[src/rtl/inst_fetch_pkg.sv]
// rtl/inst_fetch_pkg.sv - shared fetch definitions: state encodings, opcode length rule, default reset PC
package inst_fetch_pkg;

    typedef enum logic [2:0] {
        ST_BOOT      = 3'd0,
        ST_FETCH_OP  = 3'd1,
        ST_FETCH_ARG = 3'd2,
        ST_VALID     = 3'd3,
        ST_HALTED    = 3'd4
    } fetch_state_t;

    // Opcode bit selecting 2-byte instructions; must match the decoder's length rule.
    localparam int OP_LEN_BIT   = 7;
    localparam int INST_LEN_BIT = 8 + OP_LEN_BIT;

    localparam logic [15:0] DEFAULT_RESET_PC = 16'h0000;

    function automatic logic [1:0] op_len(input logic [7:0] opcode);
        return opcode[OP_LEN_BIT] ? 2'd2 : 2'd1;
    endfunction

endpackage

[src/rtl/inst_fetch.sv]
// rtl/inst_fetch.sv - byte-wide instruction fetch: assembles {opcode, arg} words and advances the PC on retire
module inst_fetch
    import inst_fetch_pkg::*;
#(
    parameter logic [15:0] RESET_PC = DEFAULT_RESET_PC
) (
    input  logic        clk,
    input  logic        rst,
    output logic        mem_req,
    output logic [15:0] mem_addr,
    input  logic        mem_ack,
    input  logic [7:0]  mem_rdata,
    output logic [15:0] inst,
    output logic        inst_valid,
    output logic [1:0]  inst_len,
    output logic [15:0] inst_pc,
    input  logic        inst_ready,
    input  logic        branch_take,
    input  logic [15:0] branch_offset,
    input  logic        halt,
    output logic        halted
);

    fetch_state_t state;
    fetch_state_t next_state;

    logic [15:0] pc;
    logic [15:0] addr_q;
    logic [15:0] inst_q;
    logic [1:0]  len_q;
    logic [15:0] inst_pc_q;
    logic [15:0] next_pc;

    logic op_accept;
    logic arg_accept;
    logic retire;

    assign op_accept  = (state == ST_FETCH_OP)  && mem_ack;
    assign arg_accept = (state == ST_FETCH_ARG) && mem_ack;
    assign retire     = (state == ST_VALID)     && inst_ready;

    assign next_pc = branch_take ? (inst_pc_q + branch_offset)
                                 : (inst_pc_q + {14'd0, len_q});

    always_ff @(posedge clk or posedge rst) begin
        if (rst) begin
            state <= ST_BOOT;
        end else begin
            state <= next_state;
        end
    end

    always_comb begin
        next_state = state;
        case (state)
            ST_BOOT:      next_state = ST_FETCH_OP;
            ST_FETCH_OP: begin
                if (mem_ack) begin
                    next_state = (op_len(mem_rdata) == 2'd2) ? ST_FETCH_ARG : ST_VALID;
                end
            end
            ST_FETCH_ARG: begin
                if (mem_ack) begin
                    next_state = ST_VALID;
                end
            end
            ST_VALID: begin
                if (inst_ready) begin
                    next_state = halt ? ST_HALTED : ST_FETCH_OP;
                end
            end
            ST_HALTED:    next_state = ST_HALTED;
            default:      next_state = ST_BOOT;
        endcase
    end

    // addr_q tracks the outstanding request address so it only moves on an accepted ack or a retire.
    always_ff @(posedge clk or posedge rst) begin
        if (rst) begin
            pc        <= RESET_PC;
            addr_q    <= RESET_PC;
            inst_q    <= 16'h0000;
            len_q     <= 2'd1;
            inst_pc_q <= RESET_PC;
        end else begin
            if (op_accept) begin
                inst_q[15:8] <= mem_rdata;
                inst_pc_q    <= pc;
                len_q        <= op_len(mem_rdata);
                if (op_len(mem_rdata) == 2'd2) begin
                    addr_q <= pc + 16'd1;
                end else begin
                    inst_q[7:0] <= 8'h00;
                end
            end
            if (arg_accept) begin
                inst_q[7:0] <= mem_rdata;
            end
            if (retire && !halt) begin
                pc     <= next_pc;
                addr_q <= next_pc;
            end
        end
    end

    assign mem_req    = (state == ST_FETCH_OP) || (state == ST_FETCH_ARG);
    assign mem_addr   = addr_q;
    assign inst       = inst_q;
    assign inst_len   = len_q;
    assign inst_pc    = inst_pc_q;
    assign inst_valid = (state == ST_VALID);
    assign halted     = (state == ST_HALTED);

endmodule
[config.mk]
export PLATFORM = sky130hd
export DESIGN_NAME = inst_fetch
export DESIGN_NICKNAME = d
export VERILOG_FILES = /design/src/rtl/inst_fetch_pkg.sv /design/src/rtl/inst_fetch.sv
export SDC_FILE = /design/constraint.sdc
export NUM_CORES = 1
export LEC_CHECK = 0
export CORE_ASPECT_RATIO = 0.9
export CORE_MARGIN = 8
export CORE_UTILIZATION = 47
export CTS_CLUSTER_SIZE = 16
export DETAILED_ROUTE_END_ITERATION = 8
export PLACE_DENSITY = 0.77
export SLEW_MARGIN = 40
export SYNTH_ARGS = -nofsm -noshare
export SYNTH_HDL_FRONTEND = slang
export SYNTH_SLANG_ARGS = --single-unit
[constraint.sdc]
create_clock -name clk -period 2.3 [get_ports clk]
set_clock_uncertainty 0.05 [all_clocks]
set_input_delay 0.23 -clock clk [delete_from_list [all_inputs] [get_ports clk]]
set_output_delay 0.23 -clock clk [all_outputs]
set_load 0.01 [all_outputs]
# Yosys cells after proc, flatten, opt, wreduce, memory -nomap -nowiden
# Index checks and enable logic that the tools add are counted.
# W data, S select, Z words.
[word_totals] reg_bits=69 inputBits=30 out_inout_bits=53 elab_cells=46
[classes] addsub=3 eq_ne=9 muxes=14 n_reduce_logical=13
[ops] operator="$mux W16" n=4
[ops] operator="$mux W8" n=3
[ops] operator="$add A16 B1 Y16 const B" n=1
[ops] operator="$add A16 B16 Y16" n=1
[ops] operator="$add A16 B2 Y16" n=1
[ops] operator="$pmux W3 S5" n=1
[ops] operator="$mux W3" n=4
[ops] operator="$eq A3 B2 Y1 const B" n=2
[ops] operator="$ne A2 B2 Y1 const B" n=3
[ops] operator="$reduce_bool A2 Y1" n=3
[ops] operator="$logic_and A1 B1 Y1" n=4
[ops] operator="$reduce_and A2 Y1" n=2
[ops] operator="$eq A3 B1 Y1 const B" n=1
[ops] operator="$eq A3 B3 Y1 const B" n=1
[ops] operator="$logic_not A3 Y1" n=1
[ops] operator="$reduce_and A3 Y1" n=1
[ops] operator="$eq A2 B2 Y1 const B" n=1
[ops] operator="$mux W2" n=1
[ops] operator="$ne A2 B1 Y1 const B" n=1
[ops] operator="$logic_not A1 Y1" n=1
[ops] operator="$logic_or A1 B1 Y1" n=1
[ops] operator="$mux W1" n=1

# Logic depth before layout (Yosys ltp)
[depth] ltp_word=5 mapped_depth=10 depth_no_buf=10

# Worst setup path before layout
# No wires, ideal clock.
[synth_timing] kind="reg-to-reg" start="register len_q[0] (netlist: inst_len[0])" end="register pc[12]" setup_ps=71 arrival_time_ps=2395 t_required_ps=2179 slack_ps=-216 stages_incl_launch_ff=11 n_path_buf=0 period_less_slack_ps=2516 cell_sequence="dfstp_2 > mux2_2 > ha_1 > inv_1 > fa_1 > nor2b_4 > o31a_4 > o31a_4 > a21boi_2 > or4_1 > nand4_1"
[synth_between] elab_chain_cells=2
[synth_lines] item="start: declaration" line="inst_fetch.sv:30" text="logic [1:0] len_q;"
[synth_lines] item="start signal: assignment" line="inst_fetch.sv:89" text="len_q <= op_len(mem_rdata);"
[synth_lines] item="$add A16 B2 Y16" line="inst_fetch.sv:43" text=": (inst_pc_q + {14'd0, len_q});"
[synth_lines] item="$mux W16" line="inst_fetch.sv:42" text="assign next_pc = branch_take ? (inst_pc_q + branch_offset)"
[synth_lines] item="end signal: assignment" line="inst_fetch.sv:100" text="pc <= next_pc;"
[synth_lines] item="end: declaration" line="inst_fetch.sv:27" text="logic [15:0] pc;"
# No other way between the ends.
# A chain may end at the register's enable or synchronous reset.

# Worst setup path in the final report
[layout_timing] start="register len_q[0] (netlist: inst_len[0])" end="register addr_q[14] (netlist: mem_addr[14])"
[layout_between] elab_chain_cells=3
[layout_lines] item="$add A16 B2 Y16" line="inst_fetch.sv:43"
[layout_lines] item="$mux W16" line="inst_fetch.sv:42"
[layout_lines] item="$mux W16" line="inst_fetch.sv:99" text="if (retire && !halt) begin"
[layout_lines] item="end signal: assignment" line="inst_fetch.sv:91" text="addr_q <= pc + 16'd1;"
[layout_lines] item="end signal: assignment" line="inst_fetch.sv:101" text="addr_q <= next_pc;"
[layout_lines] item="end: declaration" line="inst_fetch.sv:28" text="logic [15:0] addr_q;"
# No other way between the ends.

==> results.md <==
Run status:
- The flow ran to the end, but the final reports show violations.
- The final reports fail on setup timing.

Logic synthesis:
- In this run the mean area of a mapped cell was 9.81 sq um.
- Yosys mapped a number of flops with a built-in enable equal to 0.
- Among all flip-flop cells after synthesis, the most frequent one is sky130_fd_sc_hd__dfrtp_1.
- The cell count after synthesis is 404.
- Yosys printed 0 warnings.
- The proportion of register bits with asynchronous set or reset after synthesis is 1.00.
- Counting every net in the synthesized netlist gives 451.
- The netlist area before placement is 0.00396 sq mm.
- Counting distinct cell types in the post-synthesis netlist gives 58.
- In this run, synthesis produced a sequential element count of 68.
- For this run, the register share of the synthesized area comes to 0.430.

GRT:
- The number of antenna violations at the first check in global routing is 0.
- The remaining global-route overflow is 0.
- The first global-routing pass estimated 18,500 um of wire.
- The number of global-route vias before repair came to 3,716.
- The pin count of the biggest net entering global routing is 33.
- The aggregate global-route resource usage is 0.200.

Drt:
- After detailed routing, the number of vias per cell comes to 5.77.
- The routed layout has 3,662 vias.
- Dividing the detail-routed wire length by the instance count gives 18.4 um.
- The number of detailed-route iterations in the first pass is 5.
- Summed over all layers, the routed wires come to 11,700 um.
- The post-detailed-route DRC marker count is 0.
- The count of nets left with antenna violations after detail routing is 0.
- After the first detailed-routing iteration, the DRC count stood at 164.

Worst setup path:
- Of all nets on the critical path, the largest fanout is 4.
- In this run the critical register-to-register path is captured at mem_addr[14].
- The worst reg-to-reg setup slack is -0.15 ns.
- The endpoint kind of the worst setup timing path is a register.
- The worst reg2reg path startpoint is inst_len[0].
- The data required time of the worst path is 2.50 ns.
- The critical path is of the register to register type.
- The path depth of the worst reg2reg path is 10.
- The kind of start point of the critical path is a register.
- Data on the critical path arrives at its endpoint at 2.65 ns.

Timing:
- The ratio of final minimum period to clock period is 1.07.
- Setup violations remaining at the end of the flow were counted as 9.
- The post-layout worst setup margin is -0.152 ns.
- The remaining max-slew budget at the tightest pin is 0.691.
- Setup repair after global routing could not meet its margin everywhere.
- Static timing analysis puts the maximum clock frequency at 408 MHz.
- At the pin with the least slew margin, the transition time is 0.463 ns.
- The number of pins exceeding their max-slew limit in the final report is 0.
- The final hold slack is 0.157 ns.
- The shortest period the worst path allows is 2.45 ns.
- The count of final hold-check violations is 0.
- For the final routed database, the setup TNS stands at -0.702 ns.

Clock tree:
- The number of buffers on the longest clock path is 2.
- The clock net in this run drives a total of 68 sinks.
- TritonCTS built the clock tree.
- The clock latency reported for the late side of the worst-skew pair is 0.35 ns.
- The clock transition at the registers of the reported paths is 0.08 ns.
- The clock tree synthesis step divided the H-tree into 3 levels.
- Buffers inserted during clock tree synthesis total 9.
- The tree is rooted in a sky130_fd_sc_hd__clkbuf_8.

Cells and area:
- The repair_antennas step left the layout with diodes totalling 0.
- Compared with the post-synthesis result, the final layout area differs by 40.6%.
- The count of nets after finishing is 578.
- The utilization of the core after routing is 0.687.
- Of the cells placed in the final design, the portion with a size suffix greater than 1 is 0.239.
- The number of non-filler instances in the completed layout is 635.

Placement:
- Input and output buffers added on the ports amount to 82.
- The sum of net half-perimeters after detailed placement is 8440 um.
- Counting tap cells, the placed design contains a total of 612 instances.
- The weighted congestion at the end of routability-driven global placement is 0.908.

Hold path:
- The classification of the worst-slack hold path is input port to async pin.

Power:
- The sum of internal, switching and leakage power is 7.28 mW.
- The static power due to leakage is 2.48 nW.
- The largest voltage drop on the vdd net is 750 uV.
- The total power density per cell area is 1310 mW/mm^2.

Job:
- The total of max-cap violations is 0.

Die:
- The overall die height is 103 um.
- The initial utilization of the core area, before any placement, comes to 0.489.
- The number of rows created at floorplan is 31.
- After floorplanning, the core was sized to cover 0.00811 sq mm.
- The floorplan step defined a die boundary enclosing 0.0116 sq mm.
- The count of pins on the block boundary is 83.
- The die is 113 um wide.
==> worst max-delay path: stages (launching register included) <==
cell,delay [ns]
sky130_fd_sc_hd__dfstp_2,0.38
sky130_fd_sc_hd__mux2_4,0.28
sky130_fd_sc_hd__ha_4,0.16
sky130_fd_sc_hd__inv_2,0.05
sky130_fd_sc_hd__fa_2,0.23
sky130_fd_sc_hd__nor2b_4,0.05
sky130_fd_sc_hd__o31a_4,0.27
sky130_fd_sc_hd__o31a_4,0.31
sky130_fd_sc_hd__a21o_1,0.18
sky130_fd_sc_hd__xnor2_1,0.15
sky130_fd_sc_hd__a221oi_2,0.26
==> layout make-up <==
class	instances	area, sq um
fill	612	2530
multi-input combinational	305	2220
sequential	68	1700
timing repair buffer	138	1260
clock buffer	11	151
tap	99	124
clock inverter	5	83.8
inverter	9	33.8
==> power breakdown <==
part / internal, mW / switching, mW
combinational: 2.09 / 1.72
sequential: 1.77 / 0.537
clock: 0.672 / 0.490
==> synth_stat cells (5+ instances only) <==
| master | count | area [sq um] |
|---|---|---|
| sky130_fd_sc_hd__xnor2_1 | 9 | 78.8 |
| sky130_fd_sc_hd__a21o_1 | 8 | 60.1 |
| sky130_fd_sc_hd__xor2_1 | 14 | 123 |
| sky130_fd_sc_hd__buf_2 | 9 | 45.0 |
| sky130_fd_sc_hd__nor2_1 | 20 | 75.1 |
| sky130_fd_sc_hd__nand3_1 | 13 | 65.1 |
| sky130_fd_sc_hd__ha_1 | 16 | 200 |
| sky130_fd_sc_hd__o21ai_0 | 32 | 160 |
| sky130_fd_sc_hd__a21oi_1 | 21 | 105 |
| sky130_fd_sc_hd__mux2_2 | 25 | 282 |
| sky130_fd_sc_hd__nand2_1 | 53 | 199 |
| sky130_fd_sc_hd__buf_4 | 5 | 37.5 |
| sky130_fd_sc_hd__dfrtp_1 | 67 | 1680 |
| sky130_fd_sc_hd__nand4_1 | 11 | 68.8 |
| sky130_fd_sc_hd__inv_1 | 9 | 33.8 |
| sky130_fd_sc_hd__and2_1 | 15 | 93.8 |
==> through the flow <==
step           cell area, sq um  setup slack (ns)
3_3_place_gp               5170            -0.597
2_1_floorplan              3980           -0.0907
3_5_place_dp               5170            -0.656
6_report                   5570            -0.152
4_1_cts                    5490            -0.170
5_1_grt                    5570            -0.215
==> logic make-up after synthesis <==
| kind of cell | Yosys count | synth area share |
|---|---|---|
| AND/OR/NAND/NOR | 144 | 0.188 |
| adder cells (fa/ha/maj) | 17 | 0.0556 |
| XOR/XNOR | 23 | 0.0508 |
| flip-flops | 68 | 0.430 |
| AO/OA/AOI/OAI | 95 | 0.160 |
| multiplexers | 26 | 0.0735 |
| buffers and inverters | 31 | 0.0429 |
==> placed cells by master, fill, tap and decap left out, drive strengths merged, types with 13 or more instances in the layout <==
cell,Yosys,layout
mux2,25,25
clkdlybuf4s50,0,81
and2,15,15
nand2,53,53
nand3,13,13
dfrtp,67,67
a21oi,23,23
o21ai,36,36
nor2,20,20
ha,16,16
buf,17,56
xor2,14,14
==> flip-flops by register name, indices dropped and copies added, names as in the netlist <==
register,flops
inst_pc,16
mem_addr,16
pc,16
inst_len,1
state,3
inst,16
==> worst max-delay path by stage <==
stage                      from      endpoint  slack (ns)
finish              inst_len[0]  mem_addr[14]       -0.15
global route        inst_len[0]  mem_addr[14]       -0.21
CTS                 inst_len[0]  mem_addr[14]       -0.17
detailed placement  branch_take  mem_addr[14]       -0.66
global placement    branch_take  mem_addr[14]       -0.60
floorplan           inst_len[0]  mem_addr[14]       -0.09
==> metal layers <==
layer / GRT usage / vias to the layer above / part of all wire
met5: 0 / - / 0
li1: - / 1691 / -
met1: 0.238 / 1801 / 0.41
met4: 0.0518 / 0 / 0.016
met3: 0.0714 / 20 / 0.094
met2: 0.337 / 150 / 0.48
==> timing repair <==
| item | CTS | global route |
|---|---|---|
| setup buffers | 3 | 4 |
| resized for setup | 11 | 10 |
| hold buffers | 0 | 0 |
| pin swaps | 11 | 6 |
| endpoints found under the setup margin | 17 | 17 |
(Power assumes the default switching activity.)
